<file path="src/rtl/fifo_sync_param.sv">
// fifo_sync_param: single-clock FIFO with a parameterised width and depth.
// It provides programmable almost-full and almost-empty flags,
// simultaneous read and write, and sticky overflow/underflow status.
// Every output is a register.
//
// Ports:
//   clk, rst           rising-edge clock; synchronous active-high reset
//   wr_en, din         write request and write data
//   rd_en              read request
//   clr_sticky         clears ovf/udf; an error in the same cycle still sets the flag
//   dout               read data, valid the cycle after an accepted rd_en
//   data_count         number of stored entries, 0..DEPTH
//   full, empty        data_count == DEPTH / data_count == 0
//   almost_full/_empty data_count >= AF_LEVEL / data_count <= AE_LEVEL
//   wr_ack, wr_err     one-cycle pulse: write accepted / rejected
//   rd_ack, rd_err     one-cycle pulse: read accepted / rejected
//   ovf, udf           sticky: a write / read was rejected
module fifo_sync_param #(
  parameter int DATA_WIDTH = 8,
  parameter int DEPTH      = 8,
  parameter int AF_LEVEL   = 6,
  parameter int AE_LEVEL   = 2
) (
  input  logic                      clk,
  input  logic                      rst,
  input  logic                      wr_en,
  input  logic [DATA_WIDTH-1:0]     din,
  input  logic                      rd_en,
  input  logic                      clr_sticky,
  output logic [DATA_WIDTH-1:0]     dout,
  output logic [$clog2(DEPTH):0]    data_count,
  output logic                      full,
  output logic                      empty,
  output logic                      almost_full,
  output logic                      almost_empty,
  output logic                      wr_ack,
  output logic                      wr_err,
  output logic                      rd_ack,
  output logic                      rd_err,
  output logic                      ovf,
  output logic                      udf
);

  localparam int AW = $clog2(DEPTH);
  localparam logic [AW:0] FULL_CNT = (AW+1)'(DEPTH);
  localparam logic [AW:0] AF_CNT   = (AW+1)'(AF_LEVEL);
  localparam logic [AW:0] AE_CNT   = (AW+1)'(AE_LEVEL);

  logic [DATA_WIDTH-1:0] mem [DEPTH];
  logic [AW-1:0]         wptr, rptr;
  logic                  wr_acc, rd_acc;
  logic [AW:0]           count_nxt;

  // A write to a full FIFO is allowed when a read in the same cycle frees
  // a slot. A read of an empty FIFO is always rejected, so a write never
  // falls through to dout in the same cycle.
  assign wr_acc = wr_en & (~full | rd_en);
  assign rd_acc = rd_en & ~empty;

  always_comb begin
    count_nxt = data_count;
    if (wr_acc && !rd_acc)      count_nxt = data_count + 1'b1;
    else if (!wr_acc && rd_acc) count_nxt = data_count - 1'b1;
  end

  // Storage has no reset, so reset leaves stale contents in place.
  // When the FIFO is full and a write and a read happen together,
  // wptr == rptr. The read path then sees the old entry, because both
  // updates are non-blocking.
  always_ff @(posedge clk) begin
    if (!rst && wr_acc) mem[wptr] <= din;
  end

  always_ff @(posedge clk) begin
    if (rst) begin
      wptr         <= '0;
      rptr         <= '0;
      data_count   <= '0;
      dout         <= '0;
      full         <= 1'b0;
      empty        <= 1'b1;
      almost_full  <= 1'b0;
      almost_empty <= 1'b1;
      wr_ack       <= 1'b0;
      wr_err       <= 1'b0;
      rd_ack       <= 1'b0;
      rd_err       <= 1'b0;
      ovf          <= 1'b0;
      udf          <= 1'b0;
    end else begin
      if (wr_acc) wptr <= wptr + 1'b1;
      if (rd_acc) begin
        rptr <= rptr + 1'b1;
        dout <= mem[rptr];
      end
      data_count   <= count_nxt;
      // Flags are computed from the next count, so they move on the
      // same edge as data_count.
      full         <= (count_nxt == FULL_CNT);
      empty        <= (count_nxt == '0);
      almost_full  <= (count_nxt >= AF_CNT);
      almost_empty <= (count_nxt <= AE_CNT);
      wr_ack       <= wr_acc;
      wr_err       <= wr_en & ~wr_acc;
      rd_ack       <= rd_acc;
      rd_err       <= rd_en & ~rd_acc;
      // If an error and clr_sticky occur together, the error wins.
      ovf          <= (ovf & ~clr_sticky) | (wr_en & ~wr_acc);
      udf          <= (udf & ~clr_sticky) | (rd_en & ~rd_acc);
    end
  end

endmodule

</file>
<file path="config.mk">
export PLATFORM = sky130hd
export DESIGN_NAME = fifo_sync_param
export DESIGN_NICKNAME = d
export VERILOG_FILES = /design/src/rtl/fifo_sync_param.sv
export SDC_FILE = /design/constraint.sdc
export NUM_CORES = 1
export LEC_CHECK = 0
export CAP_MARGIN = 10
export CELL_PAD_IN_SITES_DETAIL_PLACEMENT = 0
export CELL_PAD_IN_SITES_GLOBAL_PLACEMENT = 1
export CORE_MARGIN = 2
export CORE_UTILIZATION = 43
export CTS_BUF_LIST = sky130_fd_sc_hd__clkbuf_4 sky130_fd_sc_hd__clkbuf_8 sky130_fd_sc_hd__clkbuf_16
export DETAILED_ROUTE_END_ITERATION = 6
export PLACE_DENSITY = 0.86
export SLEW_MARGIN = 20
export SYNTH_ARGS = -nofsm -noshare
export SYNTH_HDL_FRONTEND = slang
export SYNTH_SLANG_ARGS = --single-unit
</file>
<file path="constraint.sdc">
create_clock -name clk -period 2.08 [get_ports clk]
set_input_delay 0.416 -clock clk [delete_from_list [all_inputs] [get_ports clk]]
set_output_delay 0.416 -clock clk [all_outputs]
set_load 0.02 [all_outputs]
</file>
Yosys cells after proc, flatten, opt, wreduce, memory -nomap -nowiden
Memory sizes are Yosys's and may differ from the RTL's. A register that Yosys moved wholly into a read port is not among the register bits.
Index checks and enable logic that the tools add are counted.

cells by class
  add/subtract/negate cells = 4
  multiply operators = 0
  div/mod/pow operators = 0
  magnitude comparators = 2
  eq/ne operators = 1
  shift-type cells = 0
  mux-type cells = 4
  bitwise logic cells = 14
  reductions and logical operators = 7

operator list
  operator                                                           number
  two-way mux 4 bit                                                  2
  adder 3 x 1 -> 3 bit, second input constant                        2
  bitwise AND 1 bit                                                  6
  inverter 1 bit                                                     5
  adder 4 x 1 -> 4 bit, second input constant                        1
  == test 4 bit, second input constant                               1
  greater-or-equal comparator 4 x 3 -> 1 bit, second input constant  1
  less-or-equal comparator 4 x 2 -> 1 bit, second input constant     1
  zero test 4 bit                                                    1
  subtractor 4 x 1 -> 4 bit, second input constant                   1
  logical AND 1 bit                                                  3
  zero test 1 bit                                                    3
  OR 1 bit                                                           3
  two-way mux 1 bit                                                  2

storage, ports and cells
  register bits = 20
  bits in latches = 0
  memory bits (writable) = 64
  bits in read-only memories = 0
  input bits = 13
  output and inout bits = 22
  logic and storage cells = 46
  memories = 1

memories
  name  depth  width  rd ports  clocked after memory_dff  wr ports  RTL line  RTL
  mem   8      8      1         1                         1         49        logic [DATA_WIDTH-1:0] mem [DEPTH];

Longest topological paths before layout
  depth in word-level cells = 8
  gate-level depth with buffers = 7
  depth with buffers taken out = 7

Least setup slack after synthesis
OpenSTA, ideal clock, no wires.

  path type = input -> register
  start = input port rd_en
  end = memory mem[0][0], enable pin
  library setup time = 0.383 ns
  arrival = 1.771 ns
  data required time = 1.697 ns
  setup slack = -0.075 ns
  cell stages on the path = 5
  buffers on the path = 1
  path through = buf_6 nand2b_1 nand2_1 or3_1 nor3_1

on the way
  longest elaborated chain between the ends = 5

ends and longest elaborated chain
  element                                  RTL line  RTL
  start, declared                          28        input logic rd_en,
  OR 1 bit                                 57        assign wr_acc = wr_en & (~full | rd_en);
  bitwise AND 1 bit                        57
  logical AND 1 bit                        71        if (!rst && wr_acc) mem[wptr] <= din;
  two-way mux 1 bit                        71
  two-way mux 1 bit (implied by the code)  71
  end, declared                            49

Every way passes these cells.

Final worst setup path
  start = register empty
  end = output port empty

RTL lines
  element                 RTL line  RTL
  start, declared         33        output logic empty,
  start signal, assigned  100       empty <= (count_nxt == '0);

No word-level cell between the ends.

==> results by group <==
Run status
  – Result of the run: complete, no violations

Die
  – Starting density of the core: around 44%
  – Num ports: 35
  – Cell Rows: 33
  – Chip Height: 95.6 um
  – Chip Width: 95.6 um
  – Core Box Area: 8180 sq um
  – Die Footprint: 9140 sq um

STA
  – Final setup violation count: 0
  – Final worst slack: 0.122 ns
  – Clock Skew: 0.0121 ns
  – Final Critical Period: 1.96 ns
  – Final Hold Viols: 0
  – Highest Clock Rate: slightly above 500 MHz
  – Worst-margin pin slew: around 0.56 ns
  – Final-report max-slew violation count: 0
  – RSZ-0062 raised after global routing: false
  – Max-slew headroom: 62.5%
  – Tcrit/Tclk final: approximately 94%

Hold path
  – Hold depth: 1
  – Hold Startpoint: ovf
  – Min-delay worst type: reg2reg
  – Worst hold endpoint: ovf

Setup path
  – CP max-delay cell: clkdlybuf4s50_1
  – CP max FO: 8
  – Critical R2R Launch: empty
  – Startpoint Class: flop
  – Crit path buf inv count: 1
  – Worst Path Required: 1.66 ns
  – Max stage delay on crit path: 0.67 ns
  – Worst r2r path cells: 5
  – Worst R2R End: almost_empty
  – CP top delay family: buffers and inverters
  – Crit Path Class: reg2out
  – CP Capture Type: output port
  – Crit path cell chain: clkdlybuf4s50_1
  – Setup slack, reg-to-reg: 0.35 ns
  – Data arrival at the endpoint of the critical path: 1.54 ns

Clock tree
  – CTS tree: yes
  – CTS Hold Bufs: 0
  – Post-CTS setup buffer count: 0
  – CTS sink cnt: 92
  – Post-CTS sizing: 0
  – CTS Buf Count: 9
  – Clk slew on worst S/H paths: 0.10 ns
  – Clock Path Buffers: 2
  – Clk_lat worst skew: 0.35 ns
  – Root Driver: clkbuf_8
  – CTS HTree Levels: 3

Pwr
  – P per Cell Area: ~900 nW/um^2
  – Power share of the clock group: between 30% and 40%
  – Seq pwr share: 52.5%
  – Worst vdd ir: 436 uV
  – Sw frac: about a quarter
  – Comb pwr share: 17.1%
  – Total power: about 4 mW
  – Switch Pwr: 1.03 mW
  – Power Internal: 2.96 mW
  – Pleak: 1.52 nW

Logic synthesis
  – Post-synth ARST share: 0%
  – Commonest cells in the netlist: edfxtp_1, dfxtp_1, nor2_1
  – Top cell type's share of synthesized area: 53.2%
  – Synth Flop Type: edfxtp_1
  – Cell Area, Synth: 3610 sq um
  – Post-synthesis sequential area ratio: 68.8%
  – Flops & latches, synth: 92
  – Synthesized net count: 245
  – Library cells used by synthesis: 41
  – Synth Instances: roughly 230
  – Top post-synthesis cells by area: edfxtp_1, dfxtp_1, mux4_2
  – Synth area leader: edfxtp_1
  – Number of synthesized flops with an enable pin: 64
  – Ys Warns: 0
  – Syn Area/Cell: 15.8 sq um
  – Top-count cell post-synth: edfxtp_1

Final layout
  – Final core utilization: 54.3%
  – Post-route insts no fill: 397
  – Share of layout cells above drive strength 1: 21.9%
  – Design area: 4440 sq um
  – N_diodes: 0
  – Synth-to-Final Area Change: 23.0%
  – Final nets: ~300

Placement
  – Place WS: -0.151 ns
  – GPL Wtd Cong: a little under 0.8
  – Post-DP Area: 4230 sq um
  – IO buf count: 34
  – Placed Cells incl. Taps: between 300 and 400
  – Detailed placement HPWL: 4.57 mm

Global routing
  – GRT Total Usage: 16.1%
  – First-pass GRT wire length: 10.7 mm
  – Initial antenna violation count: 0
  – Global route overflow: 0
  – Largest net degree at the start of global routing: 19
  – Number of global-route vias before repair: about 2.1k

Drt
  – Average wire per standard cell: 16.7 um
  – Pre-Repair DR Iteration Count: 4
  – # DRC: 0
  – Vias/cell: 5.18
  – Initial DRC count: 79
  – Via Count: 2056
  – Routed WL: 6.62 mm
  – Detail Route Antenna Nets: 0

Run
  – Max_cap viols: 0
[through the flow]
stage	setup TNS (ns)	hold slack, ns
final	0	0.465
after global routing	0	0.486
after CTS	0	0.468
after detailed placement	-5.63	0.444
after global placement	-3.66	0.435
after floorplan	0	0.508
[cells in the final DEF (no fill, tap or decap), drive strengths merged, types with 3 or more instances in the layout]
master         instances
edfxtp                64
clkdlybuf4s50         34
dfxtp                 28
buf                   25
nor2                  20
mux4                  16
o21ai                 11
a21oi                 10
nand2                  9
clkbuf                 9
mux2i                  9
inv                    6
nor3                   5
nand2b                 4
xor2                   4
ha                     4
nor3b                  4
clkinv                 3
[cell families after synthesis]
group	after synthesis	share of synthesized area [%]
buffers and inverters	15	1.94
multiplexers	26	12.9
XOR/XNOR	5	1.21
adder cells (fa/ha/maj)	4	1.39
flip-flops	92	68.8
AO/OA/AOI/OAI	31	5.37
AND/OR/NAND/NOR	55	8.42
[power by group through the flow]
stage	Combinational, mW	Clock (mW)	Sequential (mW)
after floorplan	0.329	0	2.21
after global placement	0.676	0	2.14
after detailed placement	0.684	0	2.14
after CTS	0.687	1.24	2.10
after global routing	0.744	1.31	2.11
final	0.683	1.21	2.10
[flip-flops by register name, summed over array words and instances, names as in the netlist, 3 cells and up]
signal,flops
data_count,4
dout,8
mem,64
rptr,3
wptr,3
[layout make-up]
| class | count | area [sq um] |
|---|---|---|
| fill | 668 | 3740 |
| sequential | 92 | 2480 |
| multi-input combinational | 121 | 1060 |
| timing repair buffer | 59 | 541 |
| tap | 105 | 131 |
| clock buffer | 9 | 124 |
| clock inverter | 7 | 83.8 |
| inverter | 4 | 15.0 |
[worst reg2reg max path, cell delays in order, from the launching register on]
cell and delay (ns):
dfxtp_1 0.41, and2_1 0.23, o21a_1 0.21, a22oi_1 0.22, mux2_2 0.40, nor3_1 0.19
[metal layers]
layer / vias to the layer above / track usage, % / wire, um
met1: 1033 / 21.9 / 3000
met4: 0 / 6.55 / 104
met2: 38 / 25.2 / 3270
met5: - / 0 / 0
met3: 9 / 3.40 / 240
li1: 976 / - / -
[worst max path at each step]
stage                     startpoint      endpoint  slack (ns)  cells past startpoint
after floorplan                rd_en     mem[1][0]        0.08                      6
after global placement         rd_en     mem[4][7]       -0.11                      6
after detailed placement       rd_en  almost_empty       -0.15                      7
after CTS                      empty         empty        0.11                      1
after global routing           empty         empty        0.06                      1
final                          empty         empty        0.12                      1
Note: power is estimated with default switching activity, not from simulation.
